**config.mk**
```make
export PLATFORM = sky130hd
export DESIGN_NAME = mul_2x2_seq
export DESIGN_NICKNAME = d
export VERILOG_FILES = /design/src/rtl/mul_2x2_seq.sv
export SDC_FILE = /design/constraint.sdc
export NUM_CORES = 1
export LEC_CHECK = 0
export ABC_AREA = 1
export CORE_MARGIN = 2
export CORE_UTILIZATION = 31
export DETAILED_ROUTE_END_ITERATION = 8
export PLACE_DENSITY_LB_ADDON = 0.12
export SLEW_MARGIN = 20
export SYNTH_ARGS = -nofsm -noshare
export SYNTH_HDL_FRONTEND = slang
export SYNTH_SLANG_ARGS = --single-unit
```
**constraint.sdc**
```tcl
create_clock -name clk -period 7.96 [get_ports clk]
set_clock_uncertainty 0.05 [all_clocks]
set_input_delay 0.796 -clock clk [delete_from_list [all_inputs] [get_ports clk]]
set_output_delay 0.796 -clock clk [all_outputs]
set_load 0.01 [all_outputs]
```
**src/rtl/mul_2x2_seq.sv**
```systemverilog
// Sequential WIDTHxWIDTH unsigned multiplier that time-shares a single 2x2 cell,
// one digit-pair partial product per cycle, with a start/done handshake.

module twoxtwo_mul (
   input  logic [1:0] a_i,
   input  logic [1:0] b_i,
   output logic [3:0] p_o
);
   assign p_o = {2'b00, a_i} * {2'b00, b_i};
endmodule

module mul_2x2_seq #(
   parameter int unsigned WIDTH = 8
) (
   input  logic                 clk,
   input  logic                 rst,
   input  logic                 start,
   input  logic [WIDTH-1:0]     a,
   input  logic [WIDTH-1:0]     b,
   output logic                 busy,
   output logic                 done,
   output logic [2*WIDTH-1:0]   product
);
   localparam int unsigned D  = WIDTH / 2;
   localparam int unsigned PW = 2 * WIDTH;
   localparam int unsigned IW = (D > 1) ? $clog2(D) : 1;
   localparam int unsigned SW = $clog2(PW);

   typedef enum logic [1:0] {S_IDLE, S_RUN, S_DONE} state_e;

   state_e            state_q, state_d;
   logic [WIDTH-1:0]  a_q, a_d, b_q, b_d;
   logic [PW-1:0]     acc_q, acc_d, product_q, product_d;
   logic [IW-1:0]     i_q, i_d, j_q, j_d;
   logic              busy_q, busy_d, done_q, done_d;

   logic [1:0]        a_dig, b_dig;
   logic [3:0]        cell_p;
   logic [SW-1:0]     shamt;
   logic [PW-1:0]     pp;
   logic              i_last, j_last, last, accept;

   twoxtwo_mul u_cell (
      .a_i (a_dig),
      .b_i (b_dig),
      .p_o (cell_p)
   );

   // Digit select and partial-product alignment for the current (i, j) pair
   always_comb begin
      a_dig  = 2'(a_q >> {i_q, 1'b0});
      b_dig  = 2'(b_q >> {j_q, 1'b0});
      shamt  = SW'(SW'(i_q) + SW'(j_q)) << 1;
      pp     = PW'(cell_p) << shamt;
      i_last = (i_q == IW'(D - 1));
      j_last = (j_q == IW'(D - 1));
      last   = i_last && j_last;
      accept = start && (state_q != S_RUN);
   end

   always_ff @(posedge clk) begin
      if (rst) state_q <= S_IDLE;
      else     state_q <= state_d;
   end

   always_comb begin
      state_d = state_q;
      case (state_q)
         S_IDLE:  if (start) state_d = S_RUN;
         S_RUN:   if (last)  state_d = S_DONE;
         S_DONE:  state_d = start ? S_RUN : S_IDLE;
         default: state_d = S_IDLE;
      endcase
   end

   // Datapath next values; busy/done are decoded from the next state so they register cleanly
   always_comb begin
      a_d       = a_q;
      b_d       = b_q;
      acc_d     = acc_q;
      product_d = product_q;
      i_d       = i_q;
      j_d       = j_q;
      busy_d    = (state_d == S_RUN);
      done_d    = (state_d == S_DONE);
      if (accept) begin
         a_d   = a;
         b_d   = b;
         acc_d = '0;
         i_d   = '0;
         j_d   = '0;
      end else if (state_q == S_RUN) begin
         acc_d = acc_q + pp;
         if (j_last) begin
            j_d = '0;
            i_d = i_last ? '0 : i_q + IW'(1);
         end else begin
            j_d = j_q + IW'(1);
         end
         if (last) product_d = acc_q + pp;
      end
   end

   always_ff @(posedge clk) begin
      if (rst) begin
         a_q       <= '0;
         b_q       <= '0;
         acc_q     <= '0;
         product_q <= '0;
         i_q       <= '0;
         j_q       <= '0;
         busy_q    <= 1'b0;
         done_q    <= 1'b0;
      end else begin
         a_q       <= a_d;
         b_q       <= b_d;
         acc_q     <= acc_d;
         product_q <= product_d;
         i_q       <= i_d;
         j_q       <= j_d;
         busy_q    <= busy_d;
         done_q    <= done_d;
      end
   end

   assign busy    = busy_q;
   assign done    = done_q;
   assign product = product_q;
endmodule

```
After elaboration in Yosys (flattened, before gate mapping)
Index checks and enable logic that the tools add are counted.

Register bits after elaboration: 56. Latch bits: 0. Memory bits (writable): 0. Memory bits (read-only): 0. Input bits: 19. Output and inout port bits: 18. Logic and storage cells: 37. Memories: 0.

Add/subtract/negate cells: 4. Multiply operators: 1. Div/mod/pow operators: 0. Magnitude comparators: 0. Eq/ne operators: 7. Shift operators: 3. Muxes and demuxes: 6. Bitwise gates (word level): 1. Reduce and logical (&&, ||, !) cells: 6.

Operators with widths (number): $add A16 B16 Y16 (1); $shl A4 B4 Y16 (1); $shr A8 B3 Y2 (2); $eq A2 B2 Y1 const B (4); $mux W2 (4); $pmux W2 S3 (1); $add A2 B1 Y2 const B (2); $eq A2 B1 Y1 const B (2); $mul A2 B2 Y4 (1); $add A2 B2 Y3 (1); $reduce_and A3 Y1 (1); $logic_and A1 B1 Y1 (2); $logic_not A2 Y1 (1); $ne A2 B1 Y1 const B (1); $reduce_and A2 Y1 (1); $reduce_or A2 Y1 (1); $mux W1 (1); $not A1 Y1 (1).

Longest topological paths before layout
Gate-level depths: netlist of run 1.

Depth after elaboration: 5. Depth in mapped cells: 22. Mapped depth without buffers: 22.

Modules after synthesis
A second synthesis of run 1 with hierarchy kept.

Cell total of the unflattened synthesis: 517. Area, all modules: 3377.0 um2.

Modules (own cells, without submodules): mul_2x2_seq (instances 1, cells each 507, area each 3321.9 um2, seq. area each 1121.1 um2); twoxtwo_mul (instances 1, cells each 10, area each 55.1 um2, seq. area each 0.0 um2).

Worst setup path after synthesis of run 1
OpenSTA, ideal clock, no wires.

Kind: register -> register. Start point: reg i_q[0]. End point: reg product_q[8], in the netlist product[8]. Setup time: 0.056 ns. Data arrival time: 2.895 ns. Required time: 7.854 ns. Setup slack: 4.959 ns. Cell stages (with the launch flop): 19. Path buffers: 1. Clock period less this slack: 3.001 ns. Cell sequence: dfxtp_1 ha_1 inv_1 fa_1 clkbuf_1 inv_1 nor2_1 inv_1 nor2_1 inv_1 fa_1 inv_1 nand3_1 nand3_1 a21oi_1 or2_2 nand3_1 nand2_1 inv_1.

Longest elaborated chain between the ends: 4. Elaborated cells on any way between the ends: 8. Those cells by class: add/sub: 2; mul: 1; eq/ne: 1; shift: 2; reduce/logical: 2.

Ends and longest elaborated chain: start: declaration (line 34) `logic [IW-1:0] i_q, i_d, j_q, j_d;`; start signal: assignment (line 119) `i_q <= i_d;`; $shr A8 B3 Y2 (line 51) `a_dig = 2'(a_q >> {i_q, 1'b0});`; $mul A2 B2 Y4 (line 9) `assign p_o = {2'b00, a_i} * {2'b00, b_i};`; $shl A4 B4 Y16 (line 54) `pp = PW'(cell_p) << shamt;`; $add A16 B16 Y16 (line 100) `if (last) product_d = acc_q + pp;`; end signal: assignment (line 118) `product_q <= product_d;`; end: declaration (line 33) `logic [PW-1:0] acc_q, acc_d, product_q, product_d;`.

Several ways; a longest one is shown, not always the timed one. A chain may end at the register's enable or synchronous reset.

Worst setup path in the final report of run 1
Same ends and word-level chain as after synthesis.

==> metrics, run 1 <==
wirelength, routed=a little under 9 mm; antenna violations before repair=0; Final setup viols=0; status=finished clean; die height=between 100 and 150 um; ant diodes=0; Initial Utilization=roughly a third; critical path launch point=i_q[0]; TritonRoute pass-1 iters=4; Synth Warn #=0; crit-path max FO=8; Port Buffer Count=36; Cell Int Power=382 uW; max cap viols=0; CTS Buffer Depth=2; Max H-tree Level=2; register area=roughly 1100 um2; Clock Power Share=~31%; area occupied by multi-input gates=between 1500 and 2000 um2; Max VDD drop=0.0744 mV; final period utilization=between 40 and 50%; hold crit path type=register to register; drt first-iter violations=between 100 and 150; CTS tree=built; Die X=between 100 and 150 um; antenna-violating nets left=0; Routed WL per cell=between 10 and 15 um; most frequent CP cell=inv_1; Post-Synthesis Cell Area=3410 um2; Static Leak=roughly 0.0019 uW; Final GP Congestion=approximately 0.93; register area share after synthesis=around a third; Tmin final=between 3000 and 4000 ps; vias in the first global route=slightly above 3k; Row Count=38; cell area power density=135 nW/um2; critical path's slowest cell=fa_1; RSZ-0062 raised after global routing=false; setup TNS=0 ps; layout cells sized above 1=~3.5%; first-pass GRT wire length=roughly 16 mm; Reg power frac=between 50% and 60%; die area=11900 um2; Largest stage delay, worst path=620 ps; WP data arrival=~3500 ps; DP Wirelength=between 6 and 7 mm; CP Capture Type=register; cells after synthesis=539; Worst Max-Slew Pin Slew=roughly 750 ps; Fillers=between 1k and 1.5k; sw frac=about 29%; # hold bufs at CTS=0; P&R area growth vs syn=16.1%; Reg clk slew, reported paths=about 110 ps; Global Route Usage Sum=between 10% and 20%; largest net degree at the start of global routing=31; critical setup path kind=register to register; final net count=roughly 610; CTS root buf=clkbuf_8; IO Pins=37; clock insertion delay at the later pin of the skew report=320 ps; Critical Path RT=8190 ps; # resized after CTS=0; reg2reg start=i_q[0]; CTS buffer count=5; Psw=153 uW; Slew HR=50.0%; via density per instance=around 4.5; DRC errors left=0; Slew Limit Fails=0; Final Hold Vio Count=0; Design Power=535 uW; CTS Sinks=56; Synth Area per Inst=between 6 and 7 um2; most frequent cells in the layout=nand2_1 (147), nor2_1 (100), inv_1 (80), dfxtp_1 (56), clkdlybuf4s50_1 (36); grt total ovfl=0; Post-CTS Setup Inserts=0; core area=approximately 11000 um2; crit path launch type=register; Max Clk Rate=approximately 0.3 GHz; Mapped Nets=581; Gate power share=13.3%; worst-path cell chain=ha_1, inv_1, fa_1, inv_1, nor2_1, inv_1, nor2_1, inv_1, fa_1, inv_1, nand3_1, nand3_1, a21oi_1, or2_2, nand3_1, nand2_1, inv_1; Synth cell types=32; total number of vias=roughly 3.2k; most common cell after layout, fill and taps aside=nand2_1; Hold Path Origin=product[2]; Yosys reg bits=56
## per-stage QoR
step           instance area, um2  util [%]  worst slack (ps)  hold WS [ps]  instances
5_1_grt                      3970      36.7              4270           451        710
4_1_cts                      3970      36.7              4630           427        710
3_5_place_dp                 3880      35.9              4660           409        702
3_3_place_gp                 3880      35.9              4680           408        702
6_report                     3970      36.7              4650           423        710
2_1_floorplan                3410         -              4960           379        539
## synth_stat cells
cell | instances | share of area [%]
nand2_1 | 147 | 16
nor2_1 | 100 | 11
inv_1 | 80 | 8.8
dfxtp_1 | 56 | 33
nand3_1 | 33 | 4.8
a21oi_1 | 30 | 4.4
o21ai_0 | 23 | 3.4
ha_1 | 21 | 7.7
buf_2 | 6 | 0.88
clkbuf_1 | 4 | 0.44
inv_2 | 4 | 0.44
xor2_1 | 4 | 1.0
buf_4 | 3 | 0.66
nor3_1 | 3 | 0.44
a32o_1 | 2 | 0.59
fa_1 | 2 | 1.2
nand4_1 | 2 | 0.37
nor2_4 | 2 | 0.66
o211ai_1 | 2 | 0.44
o22ai_1 | 2 | 0.37
xnor2_1 | 2 | 0.51
a211oi_2 | 1 | 0.37
a31oi_1 | 1 | 0.18
buf_6 | 1 | 0.33
inv_4 | 1 | 0.18
nand2_2 | 1 | 0.18
nand2_4 | 1 | 0.33
nand3b_1 | 1 | 0.22
nor2_8 | 1 | 0.59
o21a_1 | 1 | 0.22
o21ai_1 | 1 | 0.15
or2_2 | 1 | 0.18
## critical path, delay by kind of cell (launching register included)
kind / cells / cell delay (ps)
AO/OA/AOI/OAI: 1 / 120
buffers and inverters: 6 / 450
flip-flops: 1 / 480
adder cells (fa/ha/maj): 3 / 1250
AND/OR/NAND/NOR: 7 / 910
## routing by layer
metal	GRT usage (%)	part of all wire [%]	routed length (um)
met1	24.9	55	4890
met2	24.9	41	3690
met3	2.69	3.0	269
met4	3.94	1.2	106
met5	0	0	0
## flip-flops by register name, indices dropped and copies added (netlist names)
name,cells
i_q,2
done,1
state_q,2
busy,1
b_q,8
product,16
a_q,8
acc_q,16
j_q,2
## power by group through the flow
stage          sequential, uW  combinational [uW]  clock, uW
2_1_floorplan             302                50.5          0
3_3_place_gp              304                71.2          0
3_5_place_dp              304                71.5          0
4_1_cts                   298                71.8        173
5_1_grt                   299                81.1        182
6_report                  298                71.1        166
## cell families after synthesis
family | share of synthesized area [%]
buffers and inverters | 11.7
XOR/XNOR | 1.54
adder cells (fa/ha/maj) | 8.87
AND/OR/NAND/NOR | 35.0
flip-flops | 32.8
AO/OA/AOI/OAI | 10.1
## final timing paths
kind | cells past startpoint | slack [ps] | end
worst max-delay path | 17 | 4650 | product[8]
worst min register to register | 2 | 420 | product[2]
worst max register to register | 17 | 4650 | product[8]
worst min-delay path | 2 | 420 | product[2]
## cell type report
type                       count  share of cell area (%)
sequential                    56                    28.3
clock buffer                   6                    1.83
clock inverter                 2                   0.347
tap                          140                    4.42
timing repair buffer          37                    9.28
multi-input combinational    384                    47.7
inverter                      85                    8.11
Power figures use the tool's default switching activity.
==> run 2: changes to the inputs <==
==> constraint.sdc (replaced) <==
create_clock -name clk -period 3.3 [get_ports clk]
set_clock_uncertainty 0.05 [all_clocks]
set_input_delay 0.33 -clock clk [delete_from_list [all_inputs] [get_ports clk]]
set_output_delay 0.33 -clock clk [all_outputs]
set_load 0.01 [all_outputs]
==> run 2 against run 1 <==
  * Worst hold slack better by 0.70 ps
  * Clock power rose to 3.0 times the previous value
  * Global-route usage up 0.48 points
  * Critical path type unchanged
  * Critical endpoint is now product[15]
  * Largest cell class unchanged
==> metrics, run 2 (synthesized netlist as in run 1, its figures left out) <==
total number of vias=3321 (+3.6%); clock insertion delay at the later pin of the skew report=330 ps (about the same); max cap viols=0 (unchanged); antenna violations before repair=0 (unchanged); first-pass GRT wire length=15.6 mm (+0.71%); grt total ovfl=0 (unchanged); CTS tree=built; TritonRoute pass-1 iters=4 (unchanged); Worst Max-Slew Pin Slew=609 ps (-139 ps); Bufs and invs on worst path=7 (+1); CTS Buffer Depth=2 (unchanged); setup slack after layout=249 ps (-4400 ps); die height=109 um (unchanged); CP Depth=20 (+3); largest net degree at the start of global routing=27 (-13%); Tmin final=3050 ps (-256 ps); Row Count=38 (unchanged); Final setup viols=0 (unchanged); critical path's slowest cell=fa_2; CTS buffer count=5 (unchanged); Max Clk Rate=0.328 GHz (+8.4%); WP data arrival=3250 ps (-290 ps); DRC errors left=0 (unchanged); Max VDD drop=0.236 mV (+220%); wirelength, routed=9.27 mm (+3.5%); CTS root buf=clkbuf_8; final period utilization=92.5% (+51 points); CP Capture Type=register; final net count=631 (+3.3%); layout cells sized above 1=10.3% (+6.8 points); Post-Place Worst Slack=-5.61 ps (-4670 ps); Largest stage delay, worst path=640 ps (+20 ps); status=finished clean; die area=11900 um2 (unchanged); Final GP Congestion=0.892 (-3.6%); most common cell after layout, fill and taps aside=nand2_1; Hold Path Stages=2 (unchanged); Die X=109 um (unchanged); Slew HR=59.3% (+9.3 points); fin area=4200 um2 (+6.0%); Design Power=1390 uW (+160%); IO Pins=37 (unchanged); cell area after placement=4010 um2 (+3.5%); Hold Slack=424 ps (+0.703 ps); Global Route Usage Sum=17.1% (+0.48 points); P&R area growth vs syn=23.0%; hold crit path type=register to register; Top delay family on crit path=adder cells; vias in the first global route=3114 (+1.6%); critical setup path kind=register to register; Initial Utilization=31.6% (unchanged); worst-case reg-to-reg path depth=20 (+3); most frequent CP cell=nand2_1; core area=10800 um2 (unchanged); ant diodes=0 (unchanged); DP Wirelength=7.19 mm (+4.7%); Port Buffer Count=36 (unchanged); Critical Path RT=3490 ps (-4700 ps); crit path launch type=register; cell area power density=331 nW/um2 (+150%); Final Hold Vio Count=0 (unchanged); drt first-iter violations=192 (+40%); worst-path cell chain=ha_1, inv_1, fa_2, inv_2, nor2_1, inv_1, o22ai_2, buf_4, ha_1, nand2_2, inv_1, nand2_1, nand2_1, a21oi_2, buf_4, nand2_1, nand2_1, nand3_1, nand2_1, inv_1; via density per instance=4.55 (+0.78%); # hold bufs at CTS=0 (unchanged); Reg clk slew, reported paths=110 ps (about the same); antenna-violating nets left=0 (unchanged); Slew Limit Fails=0 (unchanged); Max H-tree Level=2 (unchanged); crit-path max FO=7 (-1); most frequent cells in the layout=nand2_1 (145), nor2_1 (98), inv_1 (76), dfxtp_1 (53), clkdlybuf4s50_1 (36); Routed WL per cell=12.7 um (+0.67%); CTS Sinks=56 (unchanged); Static Leak=0.00206 uW (+6.5%)
run 2: path summary, 6_finish.rpt:
path                             start          end  slack, ps
worst min-delay path            b_q[0]       b_q[0]        420
worst max-delay path            i_q[0]  product[15]        250
worst max register to register  i_q[0]  product[15]        250
worst min register to register  b_q[0]       b_q[0]        420
run 2: worst register-to-register path, stage by stage (launching register included):
cell	delay [ps]
dfxtp_4	400
ha_1	150
inv_1	60
fa_2	640
inv_2	80
nor2_1	100
inv_1	70
o22ai_2	130
buf_4	150
ha_1	240
nand2_2	100
inv_1	60
nand2_1	60
nand2_1	70
a21oi_2	160
buf_4	130
nand2_1	50
nand2_1	70
nand3_1	70
nand2_1	80
inv_1	30
run 2: layout make-up:
class | instances | area (um2)
clock buffer | 6 | 72.6
inverter | 85 | 322
fill | 1166 | 6590
clock inverter | 2 | 38.8
multi-input combinational | 384 | 1950
timing repair buffer | 57 | 518
sequential | 56 | 1130
tap | 140 | 175
run 2: power by group:
group | internal (uW) | total [uW] | switching, uW
combinational | 73.6 | 182 | 108
sequential | 701 | 716 | 15.5
clock | 230 | 493 | 262
total | 1000 | 1390 | 386
run 2: per-stage QoR:
step | util (%) | setup TNS, ps | instances
after floorplan | - | 0 | 539
after global placement | 37.2 | -32.9 | 720
after detailed placement | 37.2 | -5.61 | 720
after CTS | 38.2 | 0 | 728
after global routing | 38.9 | -5.15 | 730
final | 38.9 | 0 | 730
run 2: metal layers:
metal	wire, um	track usage (%)	up-vias
li1	-	-	1779
met4	85	4.12	0
met1	5110	26.4	1477
met5	0	0	-
met2	3720	24.6	58
met3	354	2.75	7
run 2: repair_timing:
item / CTS / global route
buffers inserted: 0 / 2
gates resized for setup: 1 / 23
setup endpoints to repair: 3 / 24
pin swaps: 0 / 6
